### config.mk
export PLATFORM = sky130hd
export DESIGN_NAME = sorter_feeder
export DESIGN_NICKNAME = d
export VERILOG_FILES = /design/src/rtl/sorter_feeder.sv
export SDC_FILE = /design/constraint.sdc
export NUM_CORES = 1
export LEC_CHECK = 0
export ABC_AREA = 0
export ABC_CLOCK_PERIOD_IN_PS = 3700
export BUFFER_PORTS_ARGS = -buffer_cell sky130_fd_sc_hd__buf_2
export CORE_AREA = 2 2 424 426
export CTS_CLUSTER_SIZE = 25
export DETAILED_ROUTE_END_ITERATION = 10
export DIE_AREA = 0 0 426 428
export RECOVER_POWER = 100
export SLEW_MARGIN = 0
export SYNTH_ARGS = -nofsm -noshare
export SYNTH_HDL_FRONTEND = slang
export SYNTH_SLANG_ARGS = --single-unit
### constraint.sdc
create_clock -name sys_clk -period 3.7 [get_ports sys_clk]
set_clock_uncertainty 0.1 [all_clocks]
set_input_delay 0.555 -clock sys_clk [delete_from_list [all_inputs] [get_ports sys_clk]]
set_output_delay 0.555 -clock sys_clk [all_outputs]
set_load 0.05 [all_outputs]
### src/rtl/sorter_feeder.sv
// sorter_feeder: fetches a job of signed 8-bit elements from the 256-bit line
// SRAM and streams it, one line per cycle, into the top-5 sorter. It then waits
// for the sorter's final result, captures it and pulses done.
//
// Optional build macro: SORTER_FEEDER_TIMEOUT_EN
//   defined   - the result wait gives up after TIMEOUT_CYCLES cycles and
//               finishes with timeout=1, leaving result unchanged.
//   undefined - the result wait is unbounded and timeout is tied to 0.
//
// state    | meaning
// ---------+------------------------------------------------------------
// IDLE     | waiting for start; job registers hold the previous job
// CLR      | one-cycle sorter_clr pulse before the first read
// READ     | one SRAM line read per cycle, base_addr + line_cnt
// WAIT_RES | waiting for sorter_valid && last_sort_o
// FIN      | one-cycle done pulse, back to IDLE

module sorter_feeder #(
  parameter int ADDR_W         = 12,
  parameter int LEN_W          = 16,
  parameter int TIMEOUT_CYCLES = 1024
) (
  input  logic              sys_clk,
  input  logic              sys_rst_n,
  input  logic              start,
  input  logic [ADDR_W-1:0] base_addr,
  input  logic [LEN_W-1:0]  total_len,
  output logic              rd_en,
  output logic [ADDR_W-1:0] rd_addr,
  input  logic [255:0]      rd_data,
  output logic              sorter_clr,
  output logic              sorter_en,
  output logic [255:0]      sorter_in,
  output logic              last_sort,
  output logic [4:0]        last_line_sorter_num,
  input  logic              sorter_valid,
  input  logic              last_sort_o,
  input  logic [255:0]      sorter_result,
  output logic [255:0]      result,
  output logic              busy,
  output logic              done,
  output logic              timeout
);

  // Line count needs one bit more than total_len/32 so that ceil() cannot overflow.
  localparam int LINES_W = LEN_W - 4;

  typedef enum logic [2:0] {
    S_IDLE,
    S_CLR,
    S_READ,
    S_WAIT_RES,
    S_FIN
  } state_t;

  state_t r_state;
  state_t w_state_nxt;

  logic [ADDR_W-1:0]  r_base;
  logic [4:0]         r_len_lsb;
  logic [LINES_W-1:0] r_last_idx;
  logic [LINES_W-1:0] r_line_cnt;
  logic               r_rd_pend;
  logic               r_rd_last_pend;
  logic               r_sorter_en;
  logic               r_last_sort;
  logic [255:0]       r_sorter_in;
  logic [4:0]         r_last_num;
  logic [255:0]       r_result;

  logic [LINES_W-1:0] w_lines_in;
  logic               w_accept;
  logic               w_last_line;
  logic               w_final;
  logic               w_capture;
  logic               w_expire;
  logic [ADDR_W-1:0]  w_rd_addr;

  assign w_lines_in  = {1'b0, total_len[LEN_W-1:5]} + LINES_W'(|total_len[4:0]);
  assign w_accept    = (r_state == S_IDLE) && start;
  assign w_last_line = (r_line_cnt == r_last_idx);
  assign w_final     = sorter_valid && last_sort_o;
  assign w_capture   = (r_state == S_WAIT_RES) && w_final;
  assign w_rd_addr   = r_base + ADDR_W'(r_line_cnt);

`ifdef SORTER_FEEDER_TIMEOUT_EN
  localparam int TMO_W = $clog2(TIMEOUT_CYCLES + 1);

  logic [TMO_W-1:0] r_wait_cnt;
  logic             r_timeout;

  assign w_expire = (r_wait_cnt == TMO_W'(TIMEOUT_CYCLES - 1));
  assign timeout  = r_timeout;

  // Result-wait cycle counter, zero whenever the FSM is outside WAIT_RES.
  always_ff @(posedge sys_clk or negedge sys_rst_n) begin
    if (!sys_rst_n) begin
      r_wait_cnt <= '0;
    end else if (r_state == S_WAIT_RES) begin
      r_wait_cnt <= r_wait_cnt + TMO_W'(1);
    end else begin
      r_wait_cnt <= '0;
    end
  end

  // Timeout flag: set on expiry unless a final result arrives that same cycle.
  always_ff @(posedge sys_clk or negedge sys_rst_n) begin
    if (!sys_rst_n) begin
      r_timeout <= 1'b0;
    end else if (w_accept) begin
      r_timeout <= 1'b0;
    end else if ((r_state == S_WAIT_RES) && !w_final && w_expire) begin
      r_timeout <= 1'b1;
    end
  end
`else
  logic w_unused_timeout_cfg;

  assign w_unused_timeout_cfg = (TIMEOUT_CYCLES == 0);
  assign w_expire             = 1'b0;
  assign timeout              = 1'b0;
`endif

  // State register.
  always_ff @(posedge sys_clk or negedge sys_rst_n) begin
    if (!sys_rst_n) begin
      r_state <= S_IDLE;
    end else begin
      r_state <= w_state_nxt;
    end
  end

  // Next-state logic; a final result takes priority over timeout expiry.
  always_comb begin
    w_state_nxt = r_state;
    case (r_state)
      S_IDLE: begin
        if (start) begin
          w_state_nxt = (total_len == '0) ? S_FIN : S_CLR;
        end
      end
      S_CLR:  w_state_nxt = S_READ;
      S_READ: begin
        if (w_last_line) begin
          w_state_nxt = S_WAIT_RES;
        end
      end
      S_WAIT_RES: begin
        if (w_final || w_expire) begin
          w_state_nxt = S_FIN;
        end
      end
      S_FIN:   w_state_nxt = S_IDLE;
      default: w_state_nxt = S_IDLE;
    endcase
  end

  // Job registers latched when a start is accepted.
  always_ff @(posedge sys_clk or negedge sys_rst_n) begin
    if (!sys_rst_n) begin
      r_base     <= '0;
      r_len_lsb  <= '0;
      r_last_idx <= '0;
    end else if (w_accept) begin
      r_base     <= base_addr;
      r_len_lsb  <= total_len[4:0];
      r_last_idx <= w_lines_in - LINES_W'(1);
    end
  end

  // Line counter: cleared in CLR, advanced once per read.
  always_ff @(posedge sys_clk or negedge sys_rst_n) begin
    if (!sys_rst_n) begin
      r_line_cnt <= '0;
    end else if (r_state == S_CLR) begin
      r_line_cnt <= '0;
    end else if (r_state == S_READ) begin
      r_line_cnt <= r_line_cnt + LINES_W'(1);
    end
  end

  // Read pipeline: rd_data returns one cycle after rd_en and is registered
  // into sorter_in, which puts sorter_en two cycles behind its read.
  always_ff @(posedge sys_clk or negedge sys_rst_n) begin
    if (!sys_rst_n) begin
      r_rd_pend      <= 1'b0;
      r_rd_last_pend <= 1'b0;
      r_sorter_en    <= 1'b0;
      r_last_sort    <= 1'b0;
      r_sorter_in    <= '0;
    end else begin
      r_rd_pend      <= (r_state == S_READ);
      r_rd_last_pend <= (r_state == S_READ) && w_last_line;
      r_sorter_en    <= r_rd_pend;
      r_last_sort    <= r_rd_pend && r_rd_last_pend;
      if (r_rd_pend) begin
        r_sorter_in <= rd_data;
      end
    end
  end

  // Final-line element count: loaded with the final line, held until the next CLR.
  always_ff @(posedge sys_clk or negedge sys_rst_n) begin
    if (!sys_rst_n) begin
      r_last_num <= '0;
    end else if (r_state == S_CLR) begin
      r_last_num <= '0;
    end else if (r_rd_pend && r_rd_last_pend) begin
      r_last_num <= r_len_lsb;
    end
  end

  // Result capture on the sorter's final output only.
  always_ff @(posedge sys_clk or negedge sys_rst_n) begin
    if (!sys_rst_n) begin
      r_result <= '0;
    end else if (w_capture) begin
      r_result <= sorter_result;
    end
  end

  assign rd_en                = (r_state == S_READ);
  assign rd_addr              = rd_en ? w_rd_addr : '0;
  assign sorter_clr           = (r_state == S_CLR);
  assign sorter_en            = r_sorter_en;
  assign sorter_in            = r_sorter_in;
  assign last_sort            = r_last_sort;
  assign last_line_sorter_num = r_last_num;
  assign result               = r_result;
  assign busy                 = (r_state != S_IDLE);
  assign done                 = (r_state == S_FIN);

endmodule

==> metrics <==
Req. time, crit path=about 3000 ps; Pre-antenna DRT Iters=5; static leakage=between 15 and 20 nW; clock buffer depth=3; Final Critical Period=3520 ps; initial antenna violation count=around 140; top post-synthesis cells by area=dfrtp_1 (65%), mux2_2 (26%), nand2_1 (1.6%), ha_1 (0.80%), buf_2 (0.73%); Hold Fails Final Rpt=0; max-slew violations=118; routed vias/inst=3.50; startpoint types=flop; area growth from synthesis to layout=69.2%; Distinct cells, synth=48; placed insts=4835; first-pass GRT wire length=~160 mm; unrepaired setup endpoints after global routing=true; VDD IR-drop max=0.000615 V; die width=about 430 microns; Fillers=~19000; final worst setup slack=between 150 and 200 ps; headroom to the max-slew limit=-44.9%; flops & latches, synth=approximately 570; TritonCTS Buffers=70; Setup crit end kind=output port; PD cells=between 1000 and 1500 nW/um^2; Worst Hold Path Cells=2; vias in the first global route=19900; clk root buf=clkbuf_16; Post-Route Utilization=approximately a fifth; Power Total=roughly 38 mW; dpl ws=470 ps; # setup viols final=0; Yosys Warn Count=0; Post-Syn Area=roughly 22000 sq um; antenna viol nets, final=0; CTS tree=built; leading area contributor after synthesis=dfrtp_1; full die area=approximately 180000 sq um; failing checks=capacitance limit, slew limit; final worst path period share=95.2%; Setup Crit Path Kind=flop to output port; Initial Utilization=about 12%; DR WL/cell=between 20 and 25 microns; Min-Delay Path Class=primary input to flop; critical path fanouts, max=6; Post-Synthesis Net Count=1983; setup TNS=0 ps; non-filler instance count after layout=roughly 5500; area of the multi-input gates=around 7400 sq um; GRT Overall Usage=12.2%; Seq. cell area=between 10000 and 15000 sq um; H-tree depth=3; Residual DRC=0; Core Rows=between 150 and 200; Mapped Avg Cell Area=between 15 and 20 sq um; worst skew pair latency=670 ps; Syn Inst Count=around 1400; final wirelength=roughly 120 mm; gr ovfl total=0; total number of vias=19300; die height=428 microns; fmax=around 280 MHz; DRT iter0 DRCs=~1000; Slew @ Worst Pin=around 2200 ps; outcome=finished with violations; Seq/Total Area, Yosys=about two thirds; Worst EP arrival=~2900 ps; share of cells above drive strength 1=approximately two fifths; top-area cell type share of the netlist area=~65%; cell count of the worst reg-to-reg path=2; buffers added on ports=~1100; gpl congestion=about 1.1; DPL Wire Length=92.0 mm; postcts setup bufs=0; # nets final=between 3000 and 4000; MaxCap Viol Count=3; # IOs=around 1100; Clock Pin Slew Worst Setup and Hold Paths=about 60 ps; pin count of the biggest net entering global routing=85; core box area=178000 sq um; CTS sink count=between 500 and 600
cell families (layout without fill, tap and decap cells):
| group | Yosys count | count (layout) | share of synthesized area (%) |
|---|---|---|---|
| fa+ha+maj | 15 | 15 | 0.894 |
| buf+inv | 76 | 1748 | 1.54 |
| compound gates | 66 | 66 | 1.82 |
| mux | 515 | 515 | 26.5 |
| other cells | 1 | 48 | 0.0172 |
| flops | 565 | 565 | 64.8 |
| simple gates | 158 | 158 | 3.35 |
| xor+xnor | 27 | 27 | 1.08 |
stage by stage:
step                area [sq um]  hold slack (ps)
finish                     36900             87.4
global route               36900             11.2
CTS                        37700             2.24
detailed placement         30400              367
global placement           30400              363
floorplan                  21800              159
timing repair:
item,CTS,global route
hold buffers,493,0
setup endpoints to repair,2,4
hold endpoints to repair,545,0
resized for setup,3,8
pin swaps,0,4
cells in the final DEF (no fill, tap or decap), types with 10 or more instances in the layout:
cell type / instances
clkbuf_2: 12
clkbuf_8: 13
ha_1: 13
dfrtp_1: 564
a21oi_1: 11
xnor2_1: 10
mux2_2: 512
nand2_1: 92
nor2_1: 26
xor2_1: 17
dlygate4sd3_1: 493
clkbuf_16: 71
o21ai_0: 28
buf_2: 548
diode_2: 47
clkbuf_1: 560
power breakdown:
part | internal (mW) | total, mW | switching (mW)
registers | 9.20 | 11.1 | 1.95
clock network | 4.14 | 7.03 | 2.89
logic | 4.74 | 19.9 | 15.1
total | 18.1 | 38.0 | 20.0
final cells by class:
type | instances | area share [%]
multi-input cells | 782 | 20.0
well taps | 2355 | 7.98
clock buffers | 94 | 5.40
flip-flops and latches | 565 | 38.3
repair buffers | 1619 | 27.1
inverters | 7 | 0.0711
diodes | 47 | 0.318
clock inverters | 28 | 0.870
synth_stat cells, drive strengths merged:
| cell | instances |
|---|---|
| nor2 | 27 |
| dfrtp | 565 |
| inv | 7 |
| o31ai | 2 |
| a31oi | 5 |
| a221oi | 2 |
| nor4 | 7 |
| ha | 14 |
| mux2i | 3 |
| nand4 | 5 |
| nand2 | 92 |
| a211o | 1 |
| or3b | 3 |
| nand3b | 1 |
| a21o | 2 |
| a41oi | 1 |
| and3 | 4 |
| o21ai | 29 |
| or4b | 1 |
| nand3 | 4 |
| nor3 | 2 |
| o211ai | 2 |
| fa | 1 |
| a211oi | 5 |
| conb | 1 |
| xnor2 | 10 |
| a22o | 1 |
| and4 | 1 |
| o311ai | 1 |
| nand2b | 3 |
| mux2 | 512 |
| o21bai | 3 |
| buf | 37 |
| a21oi | 11 |
| clkbuf | 32 |
| or3 | 1 |
| or2 | 1 |
| o41ai | 1 |
| or4 | 1 |
| xor2 | 17 |
| and2 | 5 |
flip-flops by register name (all words and copies together) (netlist names):
name and flops:
last_line_sorter_num 5, last_sort 1, r_base 12, r_last_idx 12, r_len_lsb 5, r_line_cnt 12
r_rd_last_pend 1, r_rd_pend 1, r_state 3, result 256, sorter_en 1, sorter_in 256
routing by layer:
layer / GRT usage (%) / wire (microns) / up-vias / part of all wire [%]
met1: 13.1 / 41500 / 9473 / 36
li1: - / - / 8339 / -
met2: 20.4 / 55000 / 1071 / 48
met3: 5.69 / 13000 / 327 / 11
met4: 5.34 / 5530 / 52 / 4.8
met5: 0 / 316 / - / 0.27
final timing paths:
kind / start / endpoint / slack, ps
min in group asynchronous: sys_rst_n / sorter_in[68]$_DFFE_PN0P_ / 970
max: r_line_cnt[2]$_DFFE_PN0P_ / rd_addr[11] / 180
max reg2reg: r_rd_pend$_DFF_PN0_ / sorter_in[115]$_DFFE_PN0P_ / 290
max in group asynchronous: sys_rst_n / result[70]$_DFFE_PN0P_ / 590
min: rd_data[253] / sorter_in[253]$_DFFE_PN0P_ / 90
min reg2reg: r_base[6]$_DFFE_PN0P_ / r_base[6]$_DFFE_PN0P_ / 380
critical path: stages, from the launching register on:
cell     delay (ps)
dfrtp_1         470
ha_1            420
o21ai_1         130
o21ai_0         340
a41oi_1         200
a211o_1         280
o21ai_0          70
buf_2           280
No activity file was read; power rests on OpenSTA's default activity.
